`src/rtl/fetch_pkg.sv`:
```
// rtl/fetch_pkg.sv - shared types and constants for the instruction fetch stage
package fetch_pkg;

    localparam int PC_WIDTH    = 32;
    localparam int INSTR_BYTES = 4;
    localparam int INSTR_WIDTH = 32;

    typedef enum logic {
        RUN  = 1'b0,
        HALT = 1'b1
    } fetch_state_t;

    typedef struct packed {
        logic [PC_WIDTH-1:0]    pc;
        logic [INSTR_WIDTH-1:0] instr;
    } fetch_entry_t;

endpackage

```
`src/rtl/fetch_skid_buf.sv`:
```
// rtl/fetch_skid_buf.sv - 2-entry FIFO of fetched {pc, instr} pairs
import fetch_pkg::*;

module fetch_skid_buf (
    input  logic         clk_i,
    input  logic         rst_i,
    input  logic         push_i,
    input  fetch_entry_t push_data_i,
    input  logic         pop_i,
    input  logic         flush_i,
    output logic [1:0]   count_o,
    output fetch_entry_t head_o
);

    fetch_entry_t mem_q [2];
    logic         head_q;
    logic [1:0]   count_q;
    logic         tail;

    // Tail slot is computed against the pre-pop head, so push+pop in one cycle is safe.
    assign tail = head_q ^ count_q[0];

    always_ff @(posedge clk_i) begin
        if (rst_i) begin
            mem_q[0] <= '0;
            mem_q[1] <= '0;
            head_q   <= 1'b0;
            count_q  <= 2'd0;
        end else if (flush_i) begin
            head_q   <= 1'b0;
            count_q  <= 2'd0;
        end else begin
            if (push_i) begin
                mem_q[tail] <= push_data_i;
            end
            if (pop_i) begin
                head_q <= ~head_q;
            end
            count_q <= count_q + {1'b0, push_i} - {1'b0, pop_i};
        end
    end

    assign count_o = count_q;
    assign head_o  = mem_q[head_q];

endmodule

```
`src/rtl/instr_fetch.sv`:
```
// rtl/instr_fetch.sv - fetch stage: PC, IRAM issue, in-flight tracking and decode handshake
import fetch_pkg::*;

module instr_fetch #(
    parameter int          DATAWIDTH = 32,
    parameter int          ADDRWIDTH = 5,
    parameter logic [31:0] RESET_PC  = 32'h0000_0000
) (
    input  logic                 clk_i,
    input  logic                 rst_i,
    output logic [ADDRWIDTH-1:0] iram_addr_o,
    input  logic [DATAWIDTH-1:0] iram_data_i,
    input  logic                 halt_i,
    input  logic                 redirect_i,
    input  logic [31:0]          redirect_pc_i,
    output logic                 valid_o,
    input  logic                 ready_i,
    output logic [DATAWIDTH-1:0] instr_o,
    output logic [31:0]          pc_o
);

    fetch_state_t          state_q;
    logic [PC_WIDTH-1:0]   pc_q;
    logic [PC_WIDTH-1:0]   pc_d;
    logic                  inflight_q;
    logic [PC_WIDTH-1:0]   inflight_pc_q;
    logic [1:0]            count;
    logic [2:0]            occupancy;
    logic                  pop;
    logic                  issue;
    logic                  capture;
    fetch_entry_t          push_entry;
    fetch_entry_t          head;

    assign valid_o   = (count != 2'd0);
    assign pop       = valid_o & ready_i;
    // Slots that will be occupied once the in-flight read lands and the current pop retires.
    assign occupancy = {1'b0, count} + {2'b0, inflight_q} - {2'b0, pop};
    assign issue     = (state_q == RUN) && !halt_i && !redirect_i && (occupancy < 3'd2);
    assign capture   = inflight_q & ~redirect_i;

    assign push_entry.pc    = inflight_pc_q;
    assign push_entry.instr = iram_data_i;

    always_comb begin
        pc_d = pc_q;
        if (redirect_i) begin
            pc_d = redirect_pc_i & ~32'h3;
        end else if (issue) begin
            pc_d = pc_q + PC_WIDTH'(INSTR_BYTES);
        end
    end

    always_ff @(posedge clk_i) begin
        if (rst_i) begin
            state_q       <= RUN;
            pc_q          <= RESET_PC;
            inflight_q    <= 1'b0;
            inflight_pc_q <= '0;
        end else begin
            case (state_q)
                RUN:     if (halt_i)  state_q <= HALT;
                HALT:    if (!halt_i) state_q <= RUN;
                default: state_q <= RUN;
            endcase
            pc_q       <= pc_d;
            inflight_q <= issue;
            if (issue) begin
                inflight_pc_q <= pc_q;
            end
        end
    end

    fetch_skid_buf u_buf (
        .clk_i       (clk_i),
        .rst_i       (rst_i),
        .push_i      (capture),
        .push_data_i (push_entry),
        .pop_i       (pop),
        .flush_i     (redirect_i),
        .count_o     (count),
        .head_o      (head)
    );

    assign iram_addr_o = pc_q[ADDRWIDTH+1:2];
    assign instr_o     = head.instr;
    assign pc_o        = head.pc;

endmodule

```
`config.mk`:
```
export PLATFORM = sky130hd
export DESIGN_NAME = instr_fetch
export DESIGN_NICKNAME = d
export VERILOG_FILES = /design/src/rtl/fetch_pkg.sv /design/src/rtl/fetch_skid_buf.sv /design/src/rtl/instr_fetch.sv
export SDC_FILE = /design/constraint.sdc
export NUM_CORES = 1
export LEC_CHECK = 0
export CAP_MARGIN = 20
export CORE_MARGIN = 4
export CORE_UTILIZATION = 30
export DETAILED_ROUTE_END_ITERATION = 8
export PLACE_DENSITY = 0.5
export SLEW_MARGIN = 20
export SYNTH_ARGS = -nofsm -noshare
export SYNTH_HDL_FRONTEND = slang
export SYNTH_SLANG_ARGS = --single-unit
export TNS_END_PERCENT = 50
```
`constraint.sdc`:
```
create_clock -name clk_i -period 5.75 [get_ports clk_i]
set_input_delay 1.15 -clock clk_i [delete_from_list [all_inputs] [get_ports clk_i]]
set_output_delay 1.15 -clock clk_i [all_outputs]
set_load 0.05 [all_outputs]
```
=== Word level (Yosys, flattened, before mapping) ===
Memories as Yosys holds them, arrays and structs flattened. A register that Yosys moved wholly into a read port is not among the register bits.
Cells that the tools add are included.

* Register bits: 69
* Bits in writable memories: 128
* Input port bits: 69
* Output and inout bits: 70
* Logic and storage cells: 43
* Memories: 1

* Add/sub/neg operators: 5
* Magnitude comparators: 1
* Multiplexer cells: 14
* Bitwise gates (word level): 6
* Reduce and logical (&&, ||, !) cells: 9

{| class="wikitable"
|+ Memory list
! memory !! words !! bits a word !! rd ports !! clocked after memory_dff !! write ports !! line !! text
|-
| u_buf.mem_q || 2 || 64 || 1 || 1 || 2 || fetch_skid_buf.sv:15 || <nowiki>fetch_entry_t mem_q [2];</nowiki>
|}

{| class="wikitable"
|+ Operator list
! operator !! number
|-
| $mux W32 || 2
|-
| $mux W64 || 1
|-
| $reduce_or A64 Y1 || 1
|-
| $add A32 B3 Y32 const B || 1
|-
| $mux W1 || 11
|-
| $reduce_bool A2 Y1 || 2
|-
| $add A2 B1 Y3 || 1
|-
| $logic_and A1 B1 Y1 || 3
|-
| $lt A3 B2 Y1 const B || 1
|-
| $not A1 Y1 || 3
|-
| $sub A3 B1 Y3 || 1
|-
| $add A2 B1 Y2 || 1
|-
| $and A1 B1 Y1 || 2
|-
| $logic_not A1 Y1 || 2
|-
| $reduce_or A2 Y1 || 1
|-
| $sub A2 B1 Y2 || 1
|-
| $xor A1 B1 Y1 || 1
|}

=== Longest topological paths before layout ===
* Word-level depth: 8
* Mapped depth: 14
* Mapped depth without buffers: 12

=== Cells and area by module ===
Synthesis repeated with hierarchy kept, for this count alone.

* Cells, all modules: 766
* Area total of the unflattened synthesis: 8836.0 sq um

{| class="wikitable"
|+ Modules (own cells, without submodules)
! module !! times used !! cells an instance !! area each (sq um) !! seq. area each (sq um)
|-
| fetch_skid_buf || 1 || 375 || 5776.8 || 3923.8
|-
| instr_fetch || 1 || 391 || 3059.2 || 1241.2
|}

=== Worst setup path before layout ===
OpenSTA, ideal clock, no wires.

* Kind: in2reg
* Start: in ready_i
* End: reg pc_q[7]
* Library setup time: 0.074 ns
* Arrival time: 3.201 ns
* Data required time: 5.676 ns
* Slack: 2.475 ns
* Stages on the path: 11
* Path buffers: 1
* Path through: and2_1 ha_1 inv_1 nand2_1 fa_1 nor4b_4 and2_1 buf_4 nand2_1 or3_1 a31oi_1

* Longest elaborated chain between the ends: 5

{| class="wikitable"
|+ RTL lines
! element !! line !! text
|-
| from (decl) || instr_fetch.sv:17 || <nowiki>input logic ready_i,</nowiki>
|-
| $and A1 B1 Y1 || instr_fetch.sv:36 || <nowiki>assign pop = valid_o & ready_i;</nowiki>
|-
| $sub A3 B1 Y3 || instr_fetch.sv:38 || <nowiki>assign occupancy = {1'b0, count} + {2'b0, inflight_q} - {2'b0, pop};</nowiki>
|-
| $lt A3 B2 Y1 || instr_fetch.sv:39 || <nowiki>assign issue = (state_q == RUN) && !halt_i && !redirect_i && (occupancy < 3'd2);</nowiki>
|-
| $logic_and A1 B1 Y1 || instr_fetch.sv:39 ||
|-
| $reduce_bool A2 Y1 (no source line) || - ||
|-
| to (signal assigned) || instr_fetch.sv:66 || <nowiki>pc_q <= pc_d;</nowiki>
|-
| to (decl) || instr_fetch.sv:23 || <nowiki>logic [PC_WIDTH-1:0] pc_q;</nowiki>
|}

No other way between the ends.
A chain may end at the register's enable or synchronous reset.

=== Worst setup path after layout ===
* Start: in ready_i
* End: reg pc_q[7]

* Longest elaborated chain between the ends: 5

{| class="wikitable"
|+ RTL lines
! element !! line !! text
|-
| $and A1 B1 Y1 || instr_fetch.sv:36 ||
|-
| net pop || instr_fetch.sv:29 || <nowiki>logic pop;</nowiki>
|-
| $sub A3 B1 Y3 || instr_fetch.sv:38 ||
|-
| $lt A3 B2 Y1 || instr_fetch.sv:39 ||
|-
| $logic_and A1 B1 Y1 || instr_fetch.sv:39 ||
|-
| $reduce_bool A2 Y1 (no source line) || - ||
|}

The timed path passes the listed nets, and every way through them passes these cells.

==> flow_metrics.py <==
metrics = {
    "outcome": {
        "status": "finished clean",
    },
    "floorplan": {
        "rows": 61,
        "initial_utilization_pct": 30.6,
        "die_h_um": 177,
        "coreArea_sq_mm": 0.0279,
        "dieArea_sq_mm": 0.0312,
        "fp.dieW_um": 177,
        "num_io_pins": 139,
    },
    "route": {
        "drt-pass1-iter-count": 5,
        "drtIter0Drc": 293,
        "wl_per_cell_um": 16.7,
        "viasPerCell": 4.60,
        "detail-route-antenna-nets": 0,
        "wirelength_mm": 20.6,
        "dr_total_vias": 5658,
        "route.detailed.drc": 0,
    },
    "synthesis": {
        "ys.warnings.count": 0,
        "synth.most_common_cell": "and2_1",
        "ys_async_sr_fraction_pct": 0,
        "synth_seq_area_share_pct": 59.1,
        "synth_common_cells": "134 x and2_1, 124 x edfxtp_1, 82 x nand2_1",
        "yosysTopAreaCell": "edfxtp_1",
        "synth_edf_count": 124,
        "synth_area_leaders": "edfxtp_1 44%, dfxtp_1 15%, and2_1 9.8%",
        "postSynthCellCount": 727,
        "synth-main-ff-cell": "edfxtp_1",
        "synth_cell_types": 56,
        "ys_ff_latch": 190,
        "syn_area_per_cell_sq_um": 11.8,
        "syn-cell-area_sq_mm": 0.00854,
        "netlist.area_leader.share_pct": 43.6,
    },
    "setup_path": {
        "cp_data_arrival_time_ns": 4.37,
        "cp-end-kind": "flip-flop",
        "cp.required_ns": 6.10,
        "path_class": "primary input to flip-flop",
        "crit_path_start_kind": "primary input",
        "critPathMaxFanout": 20,
    },
    "sta": {
        "rsz0062_at_grt": "no",
        "worst_slew_pin_slew_ns": 1.03,
        "period_share_pct": 70.0,
        "tns_ns": 0,
        "final_hold_viol_count": 0,
        "skew_ns": 0.0116,
        "layout_min_cycle_time_ns": 4.02,
        "max_freq_mhz": 249,
        "finalSetupViolCount": 0,
        "slew_headroom_pct": 31.6,
        "slew_violations": 0,
    },
    "layout": {
        "layout.nets": 912,
        "layout-drive-gt1-share_pct": 14.5,
        "num_antenna_cells": 0,
        "syn2layout_area_growth_pct": 26.3,
    },
    "global_route": {
        "grt_pass1_wl_mm": 31.7,
        "grt_use_total_pct": 13.1,
        "grt_antenna_before_repair": 0,
        "grt_overflow": 0,
        "grt_max_degree": 63,
        "grt_pass1_vias": 5614,
    },
    "clock_network": {
        "clockBufferDepth": 2,
        "post_cts_buffers": 0,
        "holdBufCountCts": 0,
        "cts_tree": "done",
        "post_cts_resized": 0,
        "clk_pin_slew_ns": 0.07,
        "h-tree-depth": 4,
        "cts_root_buffer": "clkbuf_16",
        "cts_buffers": 17,
        "insertion_delay_ns": 0.43,
        "clock-sinks": 190,
    },
    "min_path": {
        "holdCritPathClass": "flip-flop to flip-flop",
    },
    "power_and_ir_drop": {
        "ir_worst_vdd_v": 0.000161,
        "leakagePower_nw": 3.86,
        "pwr-share-clk_pct": 39.7,
        "power_density_mw_per_mm2": 283,
        "switchingPower_mw": 0.772,
        "swShare_pct": 25.3,
        "finalPower_mw": 3.05,
        "p_int_mw": 2.28,
        "seqPwrFrac_pct": 50.3,
        "p_comb_share_pct": 10.0,
    },
    "placement": {
        "gp_congestion": 0.781,
        "io_buffers": 134,
        "dpl.hpwl_mm": 12.4,
    },
    "run": {
        "cap_violations": 0,
    },
}
worst paths after layout:
kind | start | end | slack [ns] | cells past startpoint
setup / recovery | ready_i | pc_q[7] | 1.73 | 12
hold / removal | inflight_pc_q[6] | inflight_pc_q[6] | 0.46 | 2
setup reg to reg | u_buf.count_o[1] | pc_q[7] | 2.32 | 13
hold reg to reg | inflight_pc_q[6] | inflight_pc_q[6] | 0.46 | 2
registers in the layout, indices dropped and copies added, names as in the netlist, named ones only:
name / count
inflight_pc_q: 30
inflight_q: 1
pc_q: 30
state_q: 1
u_buf.count_o: 2
u_buf.head_q: 1
u_buf.mem_q: 124
area by class of cell:
class | instances | area, sq um
Multi-Input combinational cell | 475 | 3220
Tap cell | 378 | 473
Clock buffer | 20 | 468
Timing Repair Buffer | 143 | 1400
Sequential cell | 190 | 5050
Clock inverter | 12 | 139
Fill cell | 2763 | 17100
Inverter | 11 | 41.3
power by group through the flow:
stage / Sequential, mW / Clock [mW] / Combinational [mW]
2_1_floorplan: 1.56 / 0 / 0.188
3_3_place_gp: 1.56 / 0 / 0.308
3_5_place_dp: 1.57 / 0 / 0.308
4_1_cts: 1.54 / 1.24 / 0.310
5_1_grt: 1.54 / 1.29 / 0.326
6_report: 1.54 / 1.21 / 0.304
worst max-delay path, stage by stage:
cell and delay (ns):
clkdlybuf4s50_1 0.45, and2_1 0.17, ha_1 0.24, inv_1 0.07, nand2_1 0.06, fa_1 0.48
nor4b_4 0.26, and2_1 0.54, buf_4 0.34, nand2_1 0.10, or3_1 0.35, a31oi_1 0.15
placed cells by master (no fill, tap or decap), types with 2 or more instances in the layout:
| master | Yosys | final |
|---|---|---|
| inv_6 | 0 | 4 |
| nand4_4 | 2 | 2 |
| nand3b_1 | 5 | 5 |
| nand3_2 | 2 | 2 |
| nor3_1 | 5 | 5 |
| mux2_2 | 62 | 62 |
| clkinv_4 | 0 | 2 |
| a21oi_1 | 46 | 46 |
| conb_1 | 1 | 2 |
| xor2_1 | 10 | 10 |
| a32oi_1 | 2 | 2 |
| buf_4 | 8 | 9 |
| edfxtp_1 | 124 | 124 |
| mux2_1 | 2 | 2 |
| dfxtp_1 | 66 | 65 |
| and2_1 | 134 | 134 |
| and3_1 | 4 | 3 |
| xnor2_1 | 6 | 6 |
| nor2b_1 | 2 | 2 |
| or3_1 | 2 | 2 |
| a2bb2oi_1 | 3 | 3 |
| o21ai_0 | 9 | 9 |
| o22ai_1 | 6 | 6 |
| clkdlybuf4s50_1 | 0 | 133 |
| inv_8 | 0 | 3 |
| nor2_1 | 17 | 16 |
| nand4_1 | 13 | 13 |
| inv_1 | 11 | 11 |
| ha_1 | 4 | 4 |
| clkbuf_16 | 0 | 18 |
| nor4_4 | 2 | 2 |
| nand2_1 | 82 | 82 |
| a31oi_1 | 10 | 10 |
| or2_4 | 0 | 2 |
| a22oi_1 | 4 | 4 |
| nand3_1 | 11 | 11 |
| and3_2 | 2 | 3 |
| o221ai_1 | 5 | 5 |
| and4_1 | 2 | 2 |
metrics by stage:
stage | instance area, sq um | hold WS (ns) | utilization, % | cells | setup slack [ns]
6_report | 10800 | 0.464 | 38.6 | 1229 | 1.73
5_1_grt | 10800 | 0.487 | 38.6 | 1229 | 1.48
4_1_cts | 10800 | 0.468 | 38.6 | 1229 | 1.69
3_5_place_dp | 10200 | 0.457 | 36.5 | 1197 | 1.26
3_3_place_gp | 10200 | 0.449 | 36.5 | 1197 | 1.25
2_1_floorplan | 8550 | 0.440 | - | 728 | 2.47
metal layers:
layer | vias up | wire length, um | share of wire (%) | GRT usage, %
met2 | 134 | 9820 | 48 | 21.8
met3 | 15 | 1120 | 5.4 | 2.71
met5 | - | 0 | 0 | 0
met4 | 0 | 207 | 1.0 | 3.58
met1 | 2726 | 9410 | 46 | 17.3
li1 | 2783 | - | - | -
logic make-up after synthesis:
family / share of synthesized area, %
compound gates: 6.63
xor+xnor: 1.64
fa+ha+maj: 0.820
buf+inv: 3.50
flops: 59.1
mux: 8.44
other cells: 0.0439
simple gates: 19.9
No activity file was read; power rests on OpenSTA's default activity.
